==> config.mk <==
export PLATFORM = sky130hd
export DESIGN_NAME = link_align_ctrl
export DESIGN_NICKNAME = d
export VERILOG_FILES = /design/src/rtl/link_align_ctrl.sv
export SDC_FILE = /design/constraint.sdc
export NUM_CORES = 1
export LEC_CHECK = 0
export CAP_MARGIN = 20
export CORE_MARGIN = 1
export CORE_UTILIZATION = 59
export DETAILED_ROUTE_END_ITERATION = 8
export GPL_TIMING_DRIVEN = 0
export PLACE_DENSITY = 0.94
export SLEW_MARGIN = 10
export SYNTH_ARGS = -nofsm -noshare
export SYNTH_HDL_FRONTEND = slang
export SYNTH_SLANG_ARGS = --single-unit
==> constraint.sdc <==
create_clock -name clk -period 9.1 [get_ports clk]
set_input_delay 1.365 -clock clk [delete_from_list [all_inputs] [get_ports clk]]
set_output_delay 1.365 -clock clk [all_outputs]
set_load 0.01 [all_outputs]
==> src/rtl/link_align_ctrl.sv <==
// Word-alignment and link-training controller for a 10-bit deserialized receive path.
// Hunts for commas, slips the word boundary on timeout, verifies, locks and gates data downstream.
module link_align_ctrl #(
    parameter int          LOCK_COUNT   = 4,
    parameter int          HUNT_TIMEOUT = 16,
    parameter int          SLIP_WAIT    = 12,
    parameter int          ERR_LIMIT    = 4,
    parameter logic [9:0]  COMMA_P      = 10'b0011111100,
    parameter logic [9:0]  COMMA_N      = 10'b1100000011
) (
    input  logic        clk,
    input  logic        rst,
    input  logic        enable,
    input  logic [9:0]  word_in,
    input  logic        word_valid,
    output logic        bitslip,
    output logic        aligned,
    output logic [9:0]  word_out,
    output logic        word_out_valid,
    output logic [3:0]  slip_count,
    output logic [7:0]  err_count,
    output logic [2:0]  state_out
);

    typedef enum logic [2:0] {
        S_IDLE   = 3'd0,
        S_HUNT   = 3'd1,
        S_SLIP   = 3'd2,
        S_VERIFY = 3'd3,
        S_LOCKED = 3'd4
    } state_t;

    localparam logic [7:0] WORD_LAST  = 8'(HUNT_TIMEOUT - 1);
    localparam logic [3:0] COMMA_LAST = 4'(LOCK_COUNT - 1);
    localparam logic [3:0] BAD_LAST   = 4'(ERR_LIMIT - 1);
    // The wait counter counts down to zero inclusive, so SLIP lasts exactly SLIP_WAIT cycles.
    localparam logic [7:0] WAIT_LOAD  = 8'(SLIP_WAIT - 1);

    state_t      r_state;
    state_t      w_state_next;
    logic [7:0]  r_word_cnt;
    logic [7:0]  w_word_cnt_next;
    logic [3:0]  r_comma_cnt;
    logic [3:0]  w_comma_cnt_next;
    logic [3:0]  r_bad_cnt;
    logic [3:0]  w_bad_cnt_next;
    logic [7:0]  r_wait_cnt;
    logic [7:0]  w_wait_cnt_next;

    logic        r_bitslip;
    logic [9:0]  r_word_out;
    logic        r_word_out_valid;
    logic [3:0]  r_slip_count;
    logic [7:0]  r_err_count;

    logic [3:0]  w_popcount;
    logic        w_is_comma;
    logic        w_code_err;
    logic        w_slip_req;
    logic        w_forward;
    logic        w_err_inc;

    always_comb begin
        w_popcount = 4'd0;
        for (int i = 0; i < 10; i++) begin
            w_popcount = w_popcount + {3'd0, word_in[i]};
        end
    end

    assign w_is_comma = (word_in == COMMA_P) || (word_in == COMMA_N);
    assign w_code_err = (w_popcount < 4'd4) || (w_popcount > 4'd6);

    always_ff @(posedge clk) begin
        if (rst) begin
            r_state     <= S_IDLE;
            r_word_cnt  <= 8'd0;
            r_comma_cnt <= 4'd0;
            r_bad_cnt   <= 4'd0;
            r_wait_cnt  <= 8'd0;
        end else begin
            r_state     <= w_state_next;
            r_word_cnt  <= w_word_cnt_next;
            r_comma_cnt <= w_comma_cnt_next;
            r_bad_cnt   <= w_bad_cnt_next;
            r_wait_cnt  <= w_wait_cnt_next;
        end
    end

    always_comb begin
        w_state_next     = r_state;
        w_word_cnt_next  = r_word_cnt;
        w_comma_cnt_next = r_comma_cnt;
        w_bad_cnt_next   = r_bad_cnt;
        w_wait_cnt_next  = r_wait_cnt;
        w_slip_req       = 1'b0;
        w_forward        = 1'b0;
        w_err_inc        = 1'b0;

        if (!enable) begin
            w_state_next     = S_IDLE;
            w_word_cnt_next  = 8'd0;
            w_comma_cnt_next = 4'd0;
            w_bad_cnt_next   = 4'd0;
            w_wait_cnt_next  = 8'd0;
        end else begin
            case (r_state)
                S_IDLE: begin
                    w_state_next    = S_HUNT;
                    w_word_cnt_next = 8'd0;
                end

                S_HUNT: begin
                    if (word_valid) begin
                        if (w_is_comma) begin
                            w_word_cnt_next = 8'd0;
                            if (COMMA_LAST == 4'd0) begin
                                w_state_next     = S_LOCKED;
                                w_comma_cnt_next = 4'd0;
                                w_bad_cnt_next   = 4'd0;
                            end else begin
                                w_state_next     = S_VERIFY;
                                w_comma_cnt_next = 4'd1;
                            end
                        end else if (r_word_cnt == WORD_LAST) begin
                            w_state_next    = S_SLIP;
                            w_slip_req      = 1'b1;
                            w_word_cnt_next = 8'd0;
                            w_wait_cnt_next = WAIT_LOAD;
                        end else begin
                            w_word_cnt_next = r_word_cnt + 8'd1;
                        end
                    end
                end

                S_SLIP: begin
                    if (r_wait_cnt == 8'd0) begin
                        w_state_next    = S_HUNT;
                        w_word_cnt_next = 8'd0;
                    end else begin
                        w_wait_cnt_next = r_wait_cnt - 8'd1;
                    end
                end

                S_VERIFY: begin
                    if (word_valid) begin
                        if (w_code_err) begin
                            w_state_next     = S_SLIP;
                            w_slip_req       = 1'b1;
                            w_word_cnt_next  = 8'd0;
                            w_comma_cnt_next = 4'd0;
                            w_wait_cnt_next  = WAIT_LOAD;
                        end else if (w_is_comma) begin
                            w_word_cnt_next = 8'd0;
                            if (r_comma_cnt == COMMA_LAST) begin
                                w_state_next     = S_LOCKED;
                                w_comma_cnt_next = 4'd0;
                                w_bad_cnt_next   = 4'd0;
                            end else begin
                                w_comma_cnt_next = r_comma_cnt + 4'd1;
                            end
                        end else if (r_word_cnt == WORD_LAST) begin
                            w_state_next     = S_SLIP;
                            w_slip_req       = 1'b1;
                            w_word_cnt_next  = 8'd0;
                            w_comma_cnt_next = 4'd0;
                            w_wait_cnt_next  = WAIT_LOAD;
                        end else begin
                            w_word_cnt_next = r_word_cnt + 8'd1;
                        end
                    end
                end

                S_LOCKED: begin
                    if (word_valid) begin
                        if (w_code_err) begin
                            w_err_inc = 1'b1;
                            if (r_bad_cnt == BAD_LAST) begin
                                // The word that breaks lock is dropped rather than forwarded.
                                w_state_next    = S_HUNT;
                                w_word_cnt_next = 8'd0;
                                w_bad_cnt_next  = 4'd0;
                            end else begin
                                w_bad_cnt_next = r_bad_cnt + 4'd1;
                                w_forward      = 1'b1;
                            end
                        end else begin
                            w_bad_cnt_next = 4'd0;
                            w_forward      = 1'b1;
                        end
                    end
                end

                default: begin
                    w_state_next = S_IDLE;
                end
            endcase
        end
    end

    always_ff @(posedge clk) begin
        if (rst) begin
            r_bitslip        <= 1'b0;
            r_word_out       <= 10'd0;
            r_word_out_valid <= 1'b0;
            r_slip_count     <= 4'd0;
            r_err_count      <= 8'd0;
        end else begin
            r_bitslip        <= w_slip_req;
            r_word_out_valid <= w_forward;
            if (word_valid) begin
                r_word_out <= word_in;
            end
            if (w_slip_req) begin
                r_slip_count <= (r_slip_count == 4'd9) ? 4'd0 : r_slip_count + 4'd1;
            end
            if (w_err_inc && (r_err_count != 8'hFF)) begin
                r_err_count <= r_err_count + 8'd1;
            end
        end
    end

    assign bitslip        = r_bitslip;
    assign aligned        = (r_state == S_LOCKED);
    assign word_out       = r_word_out;
    assign word_out_valid = r_word_out_valid;
    assign slip_count     = r_slip_count;
    assign err_count      = r_err_count;
    assign state_out      = r_state;

endmodule

* Word-level counts from Yosys, hierarchy flattened *
Cells that the tools add are included.
Widths: inputs -> output; s select.

storage, ports and cells
  flip-flop bits (word level) = 51
  latch bits = 0
  bits in writable memories = 0
  ROM bits = 0
  bits of input ports = 14
  output and inout port bits = 28
  word-level logic and storage cells = 129
  memories = 0

operators by class
  add/subtract/negate cells = 15
  multiply operators = 0
  div/mod/pow operators = 0
  $lt $le $gt $ge = 2
  equal/unequal tests = 24
  shift operators = 0
  multiplexer cells = 59
  bitwise gates (word level) = 3
  reductions and logical operators = 16

operators with widths
  kind                  count
  $mux 8                15
  $mux 4                15
  $pmux 8 s5            1
  $mux 3                11
  $add 4x1->4           6
  $pmux 8 s3            1
  $ne 2x2->1 const B    9
  $add 8x1->8 const B   2
  $pmux 4 s2            2
  $pmux 3 s5            1
  $reduce_and 7->1      2
  $add 4x1->4 const B   3
  $mux 1                12
  $eq 10x10->1 const B  1
  $eq 10x8->1 const B   1
  $eq 4x2->1 const B    2
  $eq 8x4->1 const B    1
  $logic_not 8->1       1
  $ne 4x4->1 const B    2
  $ne 8x8->1 const B    1
  $sub 8x1->8 const B   1
  $eq 3x2->1 const B    2
  $reduce_and 6->1      1
  $reduce_and 5->1      1
  other kinds (20)      25

* Logic depth before layout (Yosys ltp) *
  depth after elaboration = 16
  mapped depth = 13

* Worst setup path after synthesis *
Ideal clock, no wire load.

  path kind = input port to flip-flop
  from = in word_in[0]
  to = reg r_comma_cnt[3]
  arrival time = 4.881 ns
  path slack = 4.077 ns
  cell stages on the path = 13
  path buffers = 1
  cell sequence = inv_1 -> fa_1 -> fa_1 -> fa_1 -> inv_1 -> ha_1 -> fa_1 -> a211o_1 -> a221oi_1 -> clkbuf_1 -> a21boi_0 -> o2111ai_1 -> o311ai_0

between the ends
  cells in the longest elaborated chain, start to end = 14
  elaborated cells between the ends (all ways) = 22
  classes of those cells = add/sub: 9; order compare: 2; eq/ne: 4; mux: 4; reduce/logical: 3

RTL lines
  what                                      line  source
  from (decl)                               14    input logic [9:0] word_in,
  $add 1x1->2                               66    w_popcount = w_popcount + {3'd0, word_in[i]};
  $add 2x1->3                               66
  $add 3x1->4                               66
  $add 4x1->4 (6 in series)                 66
  $lt 4x3->1 or $gt 4x3->1 (tied branches)  71    assign w_code_err = (w_popcount < 4'd4) || (w_popcount > 4'd6);
  $logic_or 1x1->1                          71
  $mux 4                                    146   if (w_code_err) begin
  $mux 4                                    145   if (word_valid) begin
  $pmux 4 s2                                106   case (r_state)
  to (signal assigned)                      83    r_comma_cnt <= w_comma_cnt_next;
  to (decl)                                 43    logic [3:0] r_comma_cnt;

Parallel ways exist; a longest one is shown, timed or not. The select of a mux whose other input is x is not followed.
A chain may end at the register's enable or synchronous reset.

* Worst setup path in the final report *
Ends and elaborated chain as after synthesis.

==> results_dict.tcl <==
set metrics [dict create \
    fp-row-count 25 \
    drc 0 \
    cp-start-kind "input port" \
    vias_per_cell 6.46 \
    p_per_area_nw_per_um2 126 \
    globalRouteOverflowTotal 0 \
    synth_nets 398 \
    grt_usage_pct 30.5 \
    yosysWarnings 0 \
    run_status "completed" \
    route.met2.wl_um 3950 \
    yosysUniqueCellTypes 57 \
    crit_type "input port to flip-flop" \
    grt_max_degree 15 \
    crit_slowest_cell "a221oi_1" \
    antenna_cells 0 \
    fin_crit_ns 5.95 \
    worstHoldPathType "flip-flop to flip-flop" \
    dieHeight_um 73.9 \
    final_cell_mix "dfxtp_1, clkdlybuf4s50_1, nor2_1, inv_1, nand2_1" \
    syn_area_sq_um 3050 \
    setup_ws_ns 3.15 \
    tightest_slew_ns 0.900 \
    finalCritPeriodShare_pct 65.4 \
    p_leak_uw 0.00127 \
    max-cap-violations 0 \
    cp_num_buf_inv 4 \
    antenna_found_initial 0 \
    io_pins 42 \
    rsz0062_at_grt "no" \
    synth-edff-count 0 \
    clk_pin_slew_ns 0.09 \
    numClockSinks 51 \
    crit_chain "clkdlybuf4s50_1, inv_1, fa_1, fa_1, fa_1, inv_1, ha_1, fa_1, a211o_1, a221oi_1, clkbuf_1, a21boi_0, o2111ai_1, o311ai_0" \
    num-fill-cells 338 \
    maxSlewViolCount 0 \
    synthCells 368 \
    worst-path-max-fanout 10 \
    async_reset_ff_share_pct 0 \
    max_slew_margin_pct 39.2 \
    finalHoldViolations 0 \
    dpl.hpwl_um 5790 \
    slowest_delay_ns 0.65 \
    setup_viol 0 \
    required_ns 9.28 \
    cts-root-buf "clkbuf_8" \
    placed_area_sq_um 3530 \
    routedWlPerCell_um 16.6 \
    holdWs_ns 0.488 \
    clk_path_buf_depth 2 \
    core_area_sq_um 4850 \
    tns_ns 0 \
    wirelength_um 7980 \
    drt-pass1-iter-count 6 \
    cts_tree "yes" \
    critPathTopFamily "adder cells" \
    seq_area_frac_synth_pct 33.5 \
    met1_length_um 3360 \
    dieArea_sq_um 5460 \
    postCtsSetupRepairBufs 0 \
    die_width_um 73.9 \
    ir_drop_mv 0.0935 \
    cp.arrival_ns 6.13 \
    place_congestion 0.888 \
    vias 3106 \
    synth_flop_cell "dfxtp_1" \
    numCtsBuffers 5 \
    clock_skew_ns 0.00703 \
    drt_iter0_drc 240 \
    dr.max_layer_used "met4" \
    nets 444 \
    ctsHtreeMaxLevel 2 \
    cp_common_cell "fa_1" \
    initial_core_util_pct 62.9 \
    cts_resized 0 \
    fin_total_pwr_uw 456 \
    clk_latency_ns 0.31 \
    ys_seq_elements 51 \
    io_buffers 39 \
    grt_pass1_vias 2872 \
    final_common_cell "dfxtp_1" \
    postRouteAntennaNets 0 \
    syn_area_per_cell_sq_um 8.29 \
    wl_met3_um 575 \
    max_freq_ghz 0.168 \
    endpoint_kind "flip-flop" \
    drive_above_1_share_pct 4.35 \
    hold_buffers 0 \
    grt_pass1_wl_um 12900 \
    syn_to_final_growth_pct 18.4 \
    dp_slack_ns 2.97 \
    design_area_sq_um 3610 \
]
layer usage:
metal	vias up	global-route usage, %
li1	1460	-
met1	1489	37.6
met2	145	51.6
met3	12	7.00
met4	0	11.5
met5	-	0
metrics by stage:
| stage | instances | util, % |
|---|---|---|
| detailed placement | 474 | 72.7 |
| finish | 481 | 74.5 |
| global placement | 474 | 72.7 |
| floorplan | 368 | - |
| CTS | 481 | 74.5 |
| global route | 481 | 74.5 |
area by class of cell:
type                    count  area (sq um)  share of cell area (%)
clock inverters             1          5.00                   0.139
well taps                  67          83.8                    2.32
repair buffers             39           390                    10.8
inverters                  28           105                    2.91
plain buffers              15          66.3                    1.84
multi-input cells         274          1860                    51.5
flip-flops and latches     51          1020                    28.3
clock buffers               6          82.6                    2.29
power breakdown:
| group | switching (uW) | leakage, uW | internal [uW] |
|---|---|---|---|
| registers | 2.42 | 0.000413 | 226 |
| clock network | 73.5 | 0.0000470 | 59.8 |
| logic | 59.3 | 0.000812 | 35.1 |
flip-flops by register name, indices dropped and copies added (netlist names):
signal / count
bitslip: 1
word_out: 10
err_count: 8
r_wait_cnt: 8
state_out: 3
r_word_cnt: 8
r_comma_cnt: 4
word_out_valid: 1
slip_count: 4
r_bad_cnt: 4
cells in the mapped netlist, drive strengths merged, types with 6 or more instances:
master    n  area (sq um)
a21oi    19          95.1
clkbuf   11          41.3
dfxtp    51          1020
fa        6           120
ha       10           125
inv      28           105
mux2i    13           130
nand2    23          86.3
nand3    18          90.1
nand4    10          62.6
nor2     34           128
nor2b     6          37.5
nor3     12          60.1
nor4      9          56.3
o2111ai   9          78.8
o21ai    19          95.1
worst paths after layout:
path	startpoint	end	slack [ns]	cells past startpoint
worst max-delay path	word_in[0]	r_comma_cnt[3]	3.15	14
worst min-delay path	r_wait_cnt[7]	r_wait_cnt[7]	0.49	1
worst max register to register	r_word_cnt[0]	slip_count[0]	6.48	6
worst min register to register	r_wait_cnt[7]	r_wait_cnt[7]	0.49	1
cell families (layout without fill, tap and decap cells):
logic type               Yosys count  after routing  synth area share (%)
flip-flops                        51             51                  33.5
multiplexers                      15             15                  5.00
AO/OA/AOI/OAI                     89             89                  20.2
XOR/XNOR                           4              4                  1.15
buffers and inverters             43             89                  5.62
AND/OR/NAND/NOR                  150            150                  26.5
adder cells (fa/ha/maj)           16             16                  8.04
No activity file was read; power rests on OpenSTA's default activity.
